## config.mk

```make
export PLATFORM = sky130hd
export DESIGN_NAME = spi_target_port
export DESIGN_NICKNAME = d
export VERILOG_FILES = /design/src/rtl/spi_target_port_pkg.sv /design/src/rtl/spi_port_sync.sv /design/src/rtl/spi_target_port.sv
export SDC_FILE = /design/constraint.sdc
export NUM_CORES = 1
export LEC_CHECK = 0
export ABC_CLOCK_PERIOD_IN_PS = 2950
export CAP_MARGIN = 5
export CORE_MARGIN = 5
export CORE_UTILIZATION = 50
export DETAILED_ROUTE_END_ITERATION = 8
export PLACE_DENSITY = 0.73
export SYNTH_ARGS = -nofsm -noshare
export SYNTH_HDL_FRONTEND = slang
export SYNTH_SLANG_ARGS = --single-unit
```

## constraint.sdc

```tcl
create_clock -name CLK -period 2.95 [get_ports CLK]
set_clock_uncertainty 0.15 [all_clocks]
set_input_delay 0.59 -clock CLK [delete_from_list [all_inputs] [get_ports CLK]]
set_output_delay 0.59 -clock CLK [all_outputs]
set_load 0.02 [all_outputs]
```

## src/rtl/spi_target_port_pkg.sv

```systemverilog
// Shared constants for the SPI target port: clock polarity encoding, underrun fill byte
// and FSM state codes.
package spi_target_port_pkg;

  localparam logic CPOL_IDLE_LOW  = 1'b0;
  localparam logic CPOL_IDLE_HIGH = 1'b1;

  localparam logic [7:0] TX_IDLE_DEFAULT = 8'hFF;

  localparam int RX_DEPTH = 2;

  localparam logic [1:0] ST_IDLE  = 2'd0;
  localparam logic [1:0] ST_LOAD  = 2'd1;
  localparam logic [1:0] ST_SHIFT = 2'd2;

endpackage

```

## src/rtl/spi_port_sync.sv

```systemverilog
// Synchronizes the asynchronous SPI pins into clk and flags SCK/SS_N edges.
// Edges are masked until the chains hold real samples, so a select held low through reset is not seen as a fall.
module spi_port_sync #(
  parameter int   SYNC = 2,
  parameter logic CPOL = 1'b0
) (
  input  logic clk_i,
  input  logic rst_i,
  input  logic sck_i,
  input  logic mosi_i,
  input  logic ss_n_i,
  output logic mosi_s_o,
  output logic sck_lead_o,
  output logic sck_trail_o,
  output logic ss_fall_o,
  output logic ss_rise_o
);

  logic [SYNC-1:0] sck_q;
  logic [SYNC-1:0] mosi_q;
  logic [SYNC-1:0] ss_q;
  logic            sck_prev_q;
  logic            ss_prev_q;
  logic [SYNC:0]   valid_q;

  always_ff @(posedge clk_i) begin
    if (rst_i) begin
      sck_q      <= {SYNC{CPOL}};
      mosi_q     <= '0;
      ss_q       <= '1;
      sck_prev_q <= CPOL;
      ss_prev_q  <= 1'b1;
      valid_q    <= '0;
    end else begin
      sck_q      <= {sck_q[SYNC-2:0], sck_i};
      mosi_q     <= {mosi_q[SYNC-2:0], mosi_i};
      ss_q       <= {ss_q[SYNC-2:0], ss_n_i};
      sck_prev_q <= sck_q[SYNC-1];
      ss_prev_q  <= ss_q[SYNC-1];
      valid_q    <= {valid_q[SYNC-1:0], 1'b1};
    end
  end

  logic sck_rise;
  logic sck_fall;
  logic edges_ok;

  assign edges_ok = valid_q[SYNC];
  assign sck_rise = sck_q[SYNC-1] & ~sck_prev_q;
  assign sck_fall = ~sck_q[SYNC-1] & sck_prev_q;

  assign mosi_s_o    = mosi_q[SYNC-1];
  assign sck_lead_o  = edges_ok & ((CPOL == 1'b0) ? sck_rise : sck_fall);
  assign sck_trail_o = edges_ok & ((CPOL == 1'b0) ? sck_fall : sck_rise);
  assign ss_fall_o   = edges_ok & ~ss_q[SYNC-1] & ss_prev_q;
  assign ss_rise_o   = edges_ok & ss_q[SYNC-1] & ~ss_prev_q;

endmodule

```

## src/rtl/spi_target_port.sv

```systemverilog
// SPI target (CPHA=0): shifts bytes MSB-first, 2-entry RX queue, 1-entry TX holding
// register and sticky overrun/underrun flags.
module spi_target_port
  import spi_target_port_pkg::*;
#(
  parameter logic       CPOL    = CPOL_IDLE_LOW,
  parameter logic [7:0] TX_IDLE = TX_IDLE_DEFAULT,
  parameter int         SYNC    = 2
) (
  input  logic       CLK,
  input  logic       RST,
  input  logic       SCK,
  input  logic       MOSI,
  input  logic       SS_N,
  output logic       MISO,
  output logic       MISO_OE,
  output logic [7:0] RX_DATA,
  output logic       RX_VALID,
  input  logic       RX_READY,
  input  logic [7:0] TX_DATA,
  input  logic       TX_VALID,
  output logic       TX_READY,
  output logic       SEL,
  output logic       OVERRUN,
  output logic       UNDERRUN,
  input  logic       ERR_CLR
);

  logic mosi_s;
  logic sck_lead;
  logic sck_trail;
  logic ss_fall;
  logic ss_rise;

  spi_port_sync #(
    .SYNC (SYNC),
    .CPOL (CPOL)
  ) u_sync (
    .clk_i       (CLK),
    .rst_i       (RST),
    .sck_i       (SCK),
    .mosi_i      (MOSI),
    .ss_n_i      (SS_N),
    .mosi_s_o    (mosi_s),
    .sck_lead_o  (sck_lead),
    .sck_trail_o (sck_trail),
    .ss_fall_o   (ss_fall),
    .ss_rise_o   (ss_rise)
  );

  logic [1:0] state_q, state_d;
  logic [7:0] tx_shift_q, tx_shift_d;
  logic [7:0] rx_shift_q, rx_shift_d;
  logic [2:0] bitcnt_q, bitcnt_d;
  logic [7:0] hold_q, hold_d;
  logic       hold_valid_q, hold_valid_d;
  logic       overrun_q, overrun_d;
  logic       underrun_q, underrun_d;

  logic [7:0] rx_mem_q [RX_DEPTH];
  logic       rd_ptr_q, wr_ptr_q;
  logic [1:0] rx_count_q, rx_count_d;

  logic       load_req;
  logic       underrun_set;
  logic       byte_done;
  logic [7:0] rx_byte;
  logic       pop;
  logic       push_ok;
  logic       overrun_set;

  assign rx_byte = {rx_shift_q[6:0], mosi_s};

  always_comb begin
    state_d      = state_q;
    tx_shift_d   = tx_shift_q;
    rx_shift_d   = rx_shift_q;
    bitcnt_d     = bitcnt_q;
    hold_d       = hold_q;
    hold_valid_d = hold_valid_q;
    load_req     = 1'b0;
    underrun_set = 1'b0;
    byte_done    = 1'b0;

    if (TX_VALID && !hold_valid_q) begin
      hold_d       = TX_DATA;
      hold_valid_d = 1'b1;
    end

    // Deselect aborts from any state; the partial byte is thrown away.
    if (ss_rise) begin
      state_d    = ST_IDLE;
      bitcnt_d   = 3'd0;
      rx_shift_d = 8'h00;
    end else begin
      case (state_q)
        ST_IDLE: begin
          if (ss_fall) state_d = ST_LOAD;
        end
        ST_LOAD: begin
          load_req = 1'b1;
          state_d  = ST_SHIFT;
        end
        ST_SHIFT: begin
          if (sck_lead) begin
            rx_shift_d = rx_byte;
            bitcnt_d   = bitcnt_q + 3'd1;
            byte_done  = (bitcnt_q == 3'd7);
          end
          if (sck_trail) begin
            if (bitcnt_q != 3'd0) tx_shift_d = {tx_shift_q[6:0], 1'b0};
            else                  load_req   = 1'b1;
          end
        end
        default: state_d = ST_IDLE;
      endcase
    end

    if (load_req) begin
      if (hold_valid_q) begin
        tx_shift_d   = hold_q;
        hold_valid_d = 1'b0;
      end else begin
        tx_shift_d   = TX_IDLE;
        underrun_set = 1'b1;
      end
    end
  end

  // A push into a full queue still lands when the head is popped in the same cycle.
  assign pop         = (rx_count_q != 2'd0) && RX_READY;
  assign push_ok     = byte_done && ((rx_count_q != 2'd2) || pop);
  assign overrun_set = byte_done && !push_ok;

  always_comb begin
    rx_count_d = rx_count_q;
    case ({push_ok, pop})
      2'b10:   rx_count_d = rx_count_q + 2'd1;
      2'b01:   rx_count_d = rx_count_q - 2'd1;
      default: rx_count_d = rx_count_q;
    endcase
  end

  assign overrun_d  = overrun_set  | (overrun_q  & ~ERR_CLR);
  assign underrun_d = underrun_set | (underrun_q & ~ERR_CLR);

  always_ff @(posedge CLK) begin
    if (RST) begin
      state_q      <= ST_IDLE;
      tx_shift_q   <= 8'h00;
      rx_shift_q   <= 8'h00;
      bitcnt_q     <= 3'd0;
      hold_q       <= 8'h00;
      hold_valid_q <= 1'b0;
      overrun_q    <= 1'b0;
      underrun_q   <= 1'b0;
      rd_ptr_q     <= 1'b0;
      wr_ptr_q     <= 1'b0;
      rx_count_q   <= 2'd0;
      for (int i = 0; i < RX_DEPTH; i++) rx_mem_q[i] <= 8'h00;
    end else begin
      state_q      <= state_d;
      tx_shift_q   <= tx_shift_d;
      rx_shift_q   <= rx_shift_d;
      bitcnt_q     <= bitcnt_d;
      hold_q       <= hold_d;
      hold_valid_q <= hold_valid_d;
      overrun_q    <= overrun_d;
      underrun_q   <= underrun_d;
      rx_count_q   <= rx_count_d;
      if (push_ok) begin
        rx_mem_q[wr_ptr_q] <= rx_byte;
        wr_ptr_q           <= ~wr_ptr_q;
      end
      if (pop) rd_ptr_q <= ~rd_ptr_q;
    end
  end

  assign MISO     = (state_q == ST_IDLE) ? 1'b1 : tx_shift_q[7];
  assign MISO_OE  = (state_q != ST_IDLE);
  assign SEL      = (state_q != ST_IDLE);
  assign RX_DATA  = rx_mem_q[rd_ptr_q];
  assign RX_VALID = (rx_count_q != 2'd0);
  assign TX_READY = ~hold_valid_q;
  assign OVERRUN  = overrun_q;
  assign UNDERRUN = underrun_q;

endmodule

```

# == Word level (Yosys, flattened, before mapping) ==
# Memory sizes are Yosys's and may differ from the RTL's. A register that Yosys moved wholly into a read port is not among the register bits.
# Index checks and enable logic that the tools add are counted.
# totals
reg_bits,46
latchBits,0
mem_bits_rw,16
rom_bits,0
inputBits,16
output_inout_bits,15
word_cells,104
n_memories,1
# op_classes
add_sub_neg,3
mul,0
div,0
order_cmp,0
n_eq_ne,8
n_shift,0
n_mux,33
bitwise,21
n_reduce_logical,20
# memory_table
name,words,width,rd,rd_ports_with_merged_regs,write_ports,line_no,source
rx_mem_q,2,8,1,1,2,spi_target_port.sv:60,logic [7:0] rx_mem_q [RX_DEPTH];
# op_table
op,n
two-way mux 8 bit,7
two-way mux 1 bit,22
nonzero test 2 bit,6
bitwise AND 1 bit,10
NOT 1 bit,9
OR reduction 8 bit,1
case mux 2 bit (3 select lines),1
"== test 2 x 1 -> 1 bit, second input constant",2
"== test 2 bit, second input constant",2
logical AND 1 bit,4
"inequality test 2 bit, second input constant",2
case mux 2 bit (2 select lines),1
AND reduction 2 bit,2
AND reduction 4 bit,1
"adder 3 x 1 -> 3 bit, second input constant",1
"== test 3 bit, second input constant",1
nonzero test 3 bit,1
"adder 2 x 1 -> 2 bit, second input constant",1
zero test 1 bit,2
zero test 2 bit,1
two-way mux 2 bit,1
"inequality test 2 x 1 -> 1 bit, second input constant",1
bitwise OR 1 bit,2
case mux 1 bit (2 select lines),1
3 further kinds,3

# == Longest topological paths before layout ==
# depth
depth_word,12
ltp_mapped,8

# == Hierarchy ==
# A second synthesis with hierarchy kept.
# unflattened
hier_cells,256
hier_area_um2,2605.0
# modules_own_cells
module,instances,cells_each,area_per_inst_um2
spi_target_port,1,229,2272.2
spi_port_sync,1,27,332.8

# == Worst setup path before layout ==
# No wires, ideal clock.
# synth_timing
path_kind,input -> register
startpoint,in RX_READY
endpoint,reg rx_count_q[1]
arrival_time_ps,1868
t_required_ps,2729
setup_slack_ps,861
stages,5
path_buffers,0
cell_sequence,or3b_1 > nand4_2 > ha_1 > or3_1 > a21oi_1
# synth_between
elab_chain_len,5
elab_cells_between_ends,7
cone_classes,eq/ne (2); mux (1); reduce/logical (4)
# synth_rtl
element,line_no,source
from (decl),spi_target_port.sv:19,"input logic RX_READY,"
logical AND 1 bit *,spi_target_port.sv:131,assign pop = (rx_count_q != 2'd0) && RX_READY;
logical OR 1 bit,spi_target_port.sv:132,assign push_ok = byte_done && ((rx_count_q != 2'd2) || pop);
logical AND 1 bit,spi_target_port.sv:132,
== test 2 x 1 -> 1 bit / == test 2 bit (equally long branches),spi_target_port.sv:137,"case ({push_ok, pop})"
case mux 2 bit (2 select lines) / nonzero test 2 bit (equally long branches),--,
to (signal assigned),spi_target_port.sv:170,rx_count_q <= rx_count_d;
to (decl),spi_target_port.sv:62,"logic [1:0] rx_count_q, rx_count_d;"
# Every way passes the cells marked *; elsewhere a longest branch is shown, timed or not.
# A chain may end at the register's enable or synchronous reset.

==> summary.md <==
| Metric | Value |
|---|---|
| Core Region | `5110 um^2` |
| Hold Slack | `0.282 ns` |
| Lkg Pwr | `1.15 nW` |
| Drt pass-1 iters | `4` |
| Most frequent cells in the layout | `dfxtp_1 (47), nand2_1 (40), a21oi_1 (30), clkdlybuf4s50_1 (30), and2_1 (18)` |
| Hold Crit Class | `reg -> reg` |
| Hold path depth | `1` |
| DP HPWL | `3.34 mm` |
| Placed Area | `3000 um^2` |
| Total chip power | `0.00189 W` |
| Worst-Skew Late Latency | `0.33 ns` |
| WHS Endpoint | `u_sync.valid_q[2]` |
| Switch share | `0.199` |
| Mapped Nets | `288` |
| Synth Area in Compound Gates | `0.104` |
| Endpoints failing hold | `0` |
| Number of global-route vias before repair | `1857` |
| Detailed-route wire length | `4.79 mm` |
| R2R depth | `6` |
| DRC Markers | `0` |
| First-pass GRT wire length | `8.24 mm` |
| R2R setup slack | `0.52 ns` |
| Vias post-DR | `1871` |
| # setup viols final | `0` |
| WP data arrival | `1.78 ns` |
| N_diodes | `0` |
| Crit path capture type | `primary output` |
| Routed WL per cell | `12.9 um` |
| H-tree level count | `3` |
| Internal power | `0.00151 W` |
| Design Area, Final | `3230 um^2` |
| Layout cells sized above 1 | `0.109` |
| Largest net degree at the start of global routing | `22` |
| Total GRT Usage | `0.165` |
| Setup repair bufs after CTS | `0` |
| Tmin final | `2.52 ns` |
| RSZ-0062 raised after global routing | `no` |
| Max Cap Viol | `0` |
| WP buf/inv | `1` |
| Clock share of power | `0.463` |
| Initial DRC Count | `99` |
| Slew Limit Fails | `0` |
| Top Ports | `31` |
| Hold Buf Count CTS | `0` |
| Yosys cell types | `39` |
| Worst r2r dst | `rx_mem_q[1][0]` |
| Crit-path max cell delay | `0.54 ns` |
| Clk buf depth | `2` |
| Global route total overflow | `0` |
| Die Width | `82.5 um` |
| Cell row count | `26` |
| Clock sink count | `63` |
| Fin crit share | `0.855` |
| Crit path max-delay family | `buffers and inverters` |
| Synth Cell Area | `2630 um^2` |
| Gate Count Post-Synth | `265` |
| DR vias/cell | `5.03` |
| Crit path cell chain | `mux2_2 > clkdlybuf4s50_1` |
| Final net count | `320` |
| # port buffers | `30` |
| Post-synth EDFFs | `16` |
| Yosys Warn Count | `0` |
| Clock Pin Slew Worst Setup and Hold Paths | `0.07 ns` |
| Seq pwr share | `0.487` |
| Die height | `82.5 um` |
| Initial Utilization | `0.515` |
| Clock Tree Root | `clkbuf_8` |
| Initial antenna violation count | `0` |
| Fmax | `396 MHz` |
| RR Startpoint | `state_q[0]` |
| Die ar. | `6810 um^2` |
| Post-Synth Simple-Gate Area | `0.227` |
| Worst Path Class, Setup | `reg -> out` |
| VDD IR max | `0.000412 V` |
| CTS buffer count | `9` |
| CP max-delay cell | `clkdlybuf4s50_1` |
| Primary FF master, synth | `dfxtp_1` |
| Commonest non-fill, non-tap cell in the layout | `dfxtp_1` |
| Sequential-to-total area share from yosys stat | `0.540` |
| Hold_sp | `u_sync.valid_q[1]` |
| Xor/xnor cell area share of the yosys netlist | `0.0133` |
| Cts repair resizes | `0` |
| Part of the power in combinational logic | `0.050` |
| Power per cell area | `584 nW/um^2` |
| Crit-path max FO | `8` |
| Area grow syn2layout | `22.8%` |
| Largest family of logic cells by synthesized area | `simple AND/OR/NAND/NOR gates` |
| Synthesis-stage register bit count | `63` |
| Worst slew pin tran | `0.750 ns` |
| Synth Area in Adders | `0.0333` |
| Avg Cell Area, Syn | `9.93 um^2` |
| P_sw | `0.000376 W` |
| Relative slew slack | `0.497` |
| Worst setup SP type | `flop` |
| Outcome | `finished, final reports clean` |
| Global placement routability congestion | `0.757` |
| Critical Path RT | `2.21 ns` |
| Setup tns final | `0 ns` |
| CTS tree | `done` |
| Post-synthesis mux area share | `0.0380` |
| Antenna viol nets, final | `0` |
| Ys async rst share | `0` |
[cells in the mapped netlist (2+ instances only)]
cell | number | area [um^2]
o21ai_1 | 2 | 10.0
o32ai_1 | 7 | 61.3
nand2_1 | 40 | 150
a21oi_1 | 30 | 150
mux2_2 | 8 | 90.1
nand2b_1 | 3 | 18.8
ha_1 | 7 | 87.6
nand3_1 | 4 | 20.0
nor2b_1 | 9 | 56.3
nor2_1 | 9 | 33.8
buf_1 | 2 | 7.51
buf_2 | 3 | 15.0
xor2_1 | 2 | 17.5
nor4b_1 | 7 | 61.3
or2_1 | 5 | 31.3
and2_1 | 18 | 113
xnor2_1 | 2 | 17.5
a21o_1 | 2 | 15.0
dfxtp_1 | 47 | 941
o211ai_1 | 2 | 15.0
clkbuf_1 | 8 | 30.0
inv_1 | 15 | 56.3
edfxtp_1 | 16 | 480
and4b_1 | 2 | 20.0
[kinds of logic after synthesis]
| group | after synthesis |
|---|---|
| flip-flops | 63 |
| AND/OR/NAND/NOR | 107 |
| adder cells (fa/ha/maj) | 7 |
| buffers and inverters | 29 |
| AO/OA/AOI/OAI | 46 |
| multiplexers | 9 |
| XOR/XNOR | 4 |
[how the worst max path moves through the flow]
stage / to / slack (ns) / cells after the start
floorplan: rx_count_q[1] / 0.86 / 5
global placement: rx_mem_q[1][5] / 0.34 / 5
detailed placement: rx_mem_q[1][6] / 0.28 / 5
CTS: RX_DATA[0] / 0.37 / 2
global route: rx_mem_q[1][0] / 0.32 / 6
finish: RX_DATA[0] / 0.43 / 2
[registers in the layout, indices dropped and copies added (netlist names), 3 cells and up, named ones only]
| register | cells |
|---|---|
| rx_shift_q | 7 |
| bitcnt_q | 3 |
| rx_mem_q | 16 |
| u_sync.valid_q | 3 |
| tx_shift_q | 8 |
| hold_q | 8 |
[power by group through the flow]
stage	registers (W)	clock network (W)	logic, W
4_1_cts	0.000920	0.000889	0.0000957
3_3_place_gp	0.000938	0	0.0000931
2_1_floorplan	0.000935	0	0.0000509
3_5_place_dp	0.000939	0	0.0000950
5_1_grt	0.000921	0.000940	0.000104
6_report	0.000919	0.000874	0.0000943
[area by class of cell]
cell class / count / area (um^2)
Fill cell: 444 / 1880
Sequential cell: 63 / 1420
Multi-Input combinational cell: 173 / 1090
Timing Repair Buffer: 35 / 338
Clock buffer: 9 / 124
Clock inverter: 7 / 111
Tap cell: 70 / 87.6
Inverter: 15 / 56.3
[per-layer routing]
layer / wire, um / track usage
met5: 0 / 0
met4: 62 / 0.0899
met3: 190 / 0.0521
met2: 2280 / 0.256
met1: 2260 / 0.202
[metrics by stage]
stage          worst slack, ns  utilization  cells
2_1_floorplan            0.861            -    265
3_3_place_gp             0.341        0.587    356
3_5_place_dp             0.281        0.587    356
4_1_cts                  0.373        0.633    372
5_1_grt                  0.324        0.633    372
6_report                 0.427        0.633    372
Note: power is estimated with default switching activity, not from simulation.
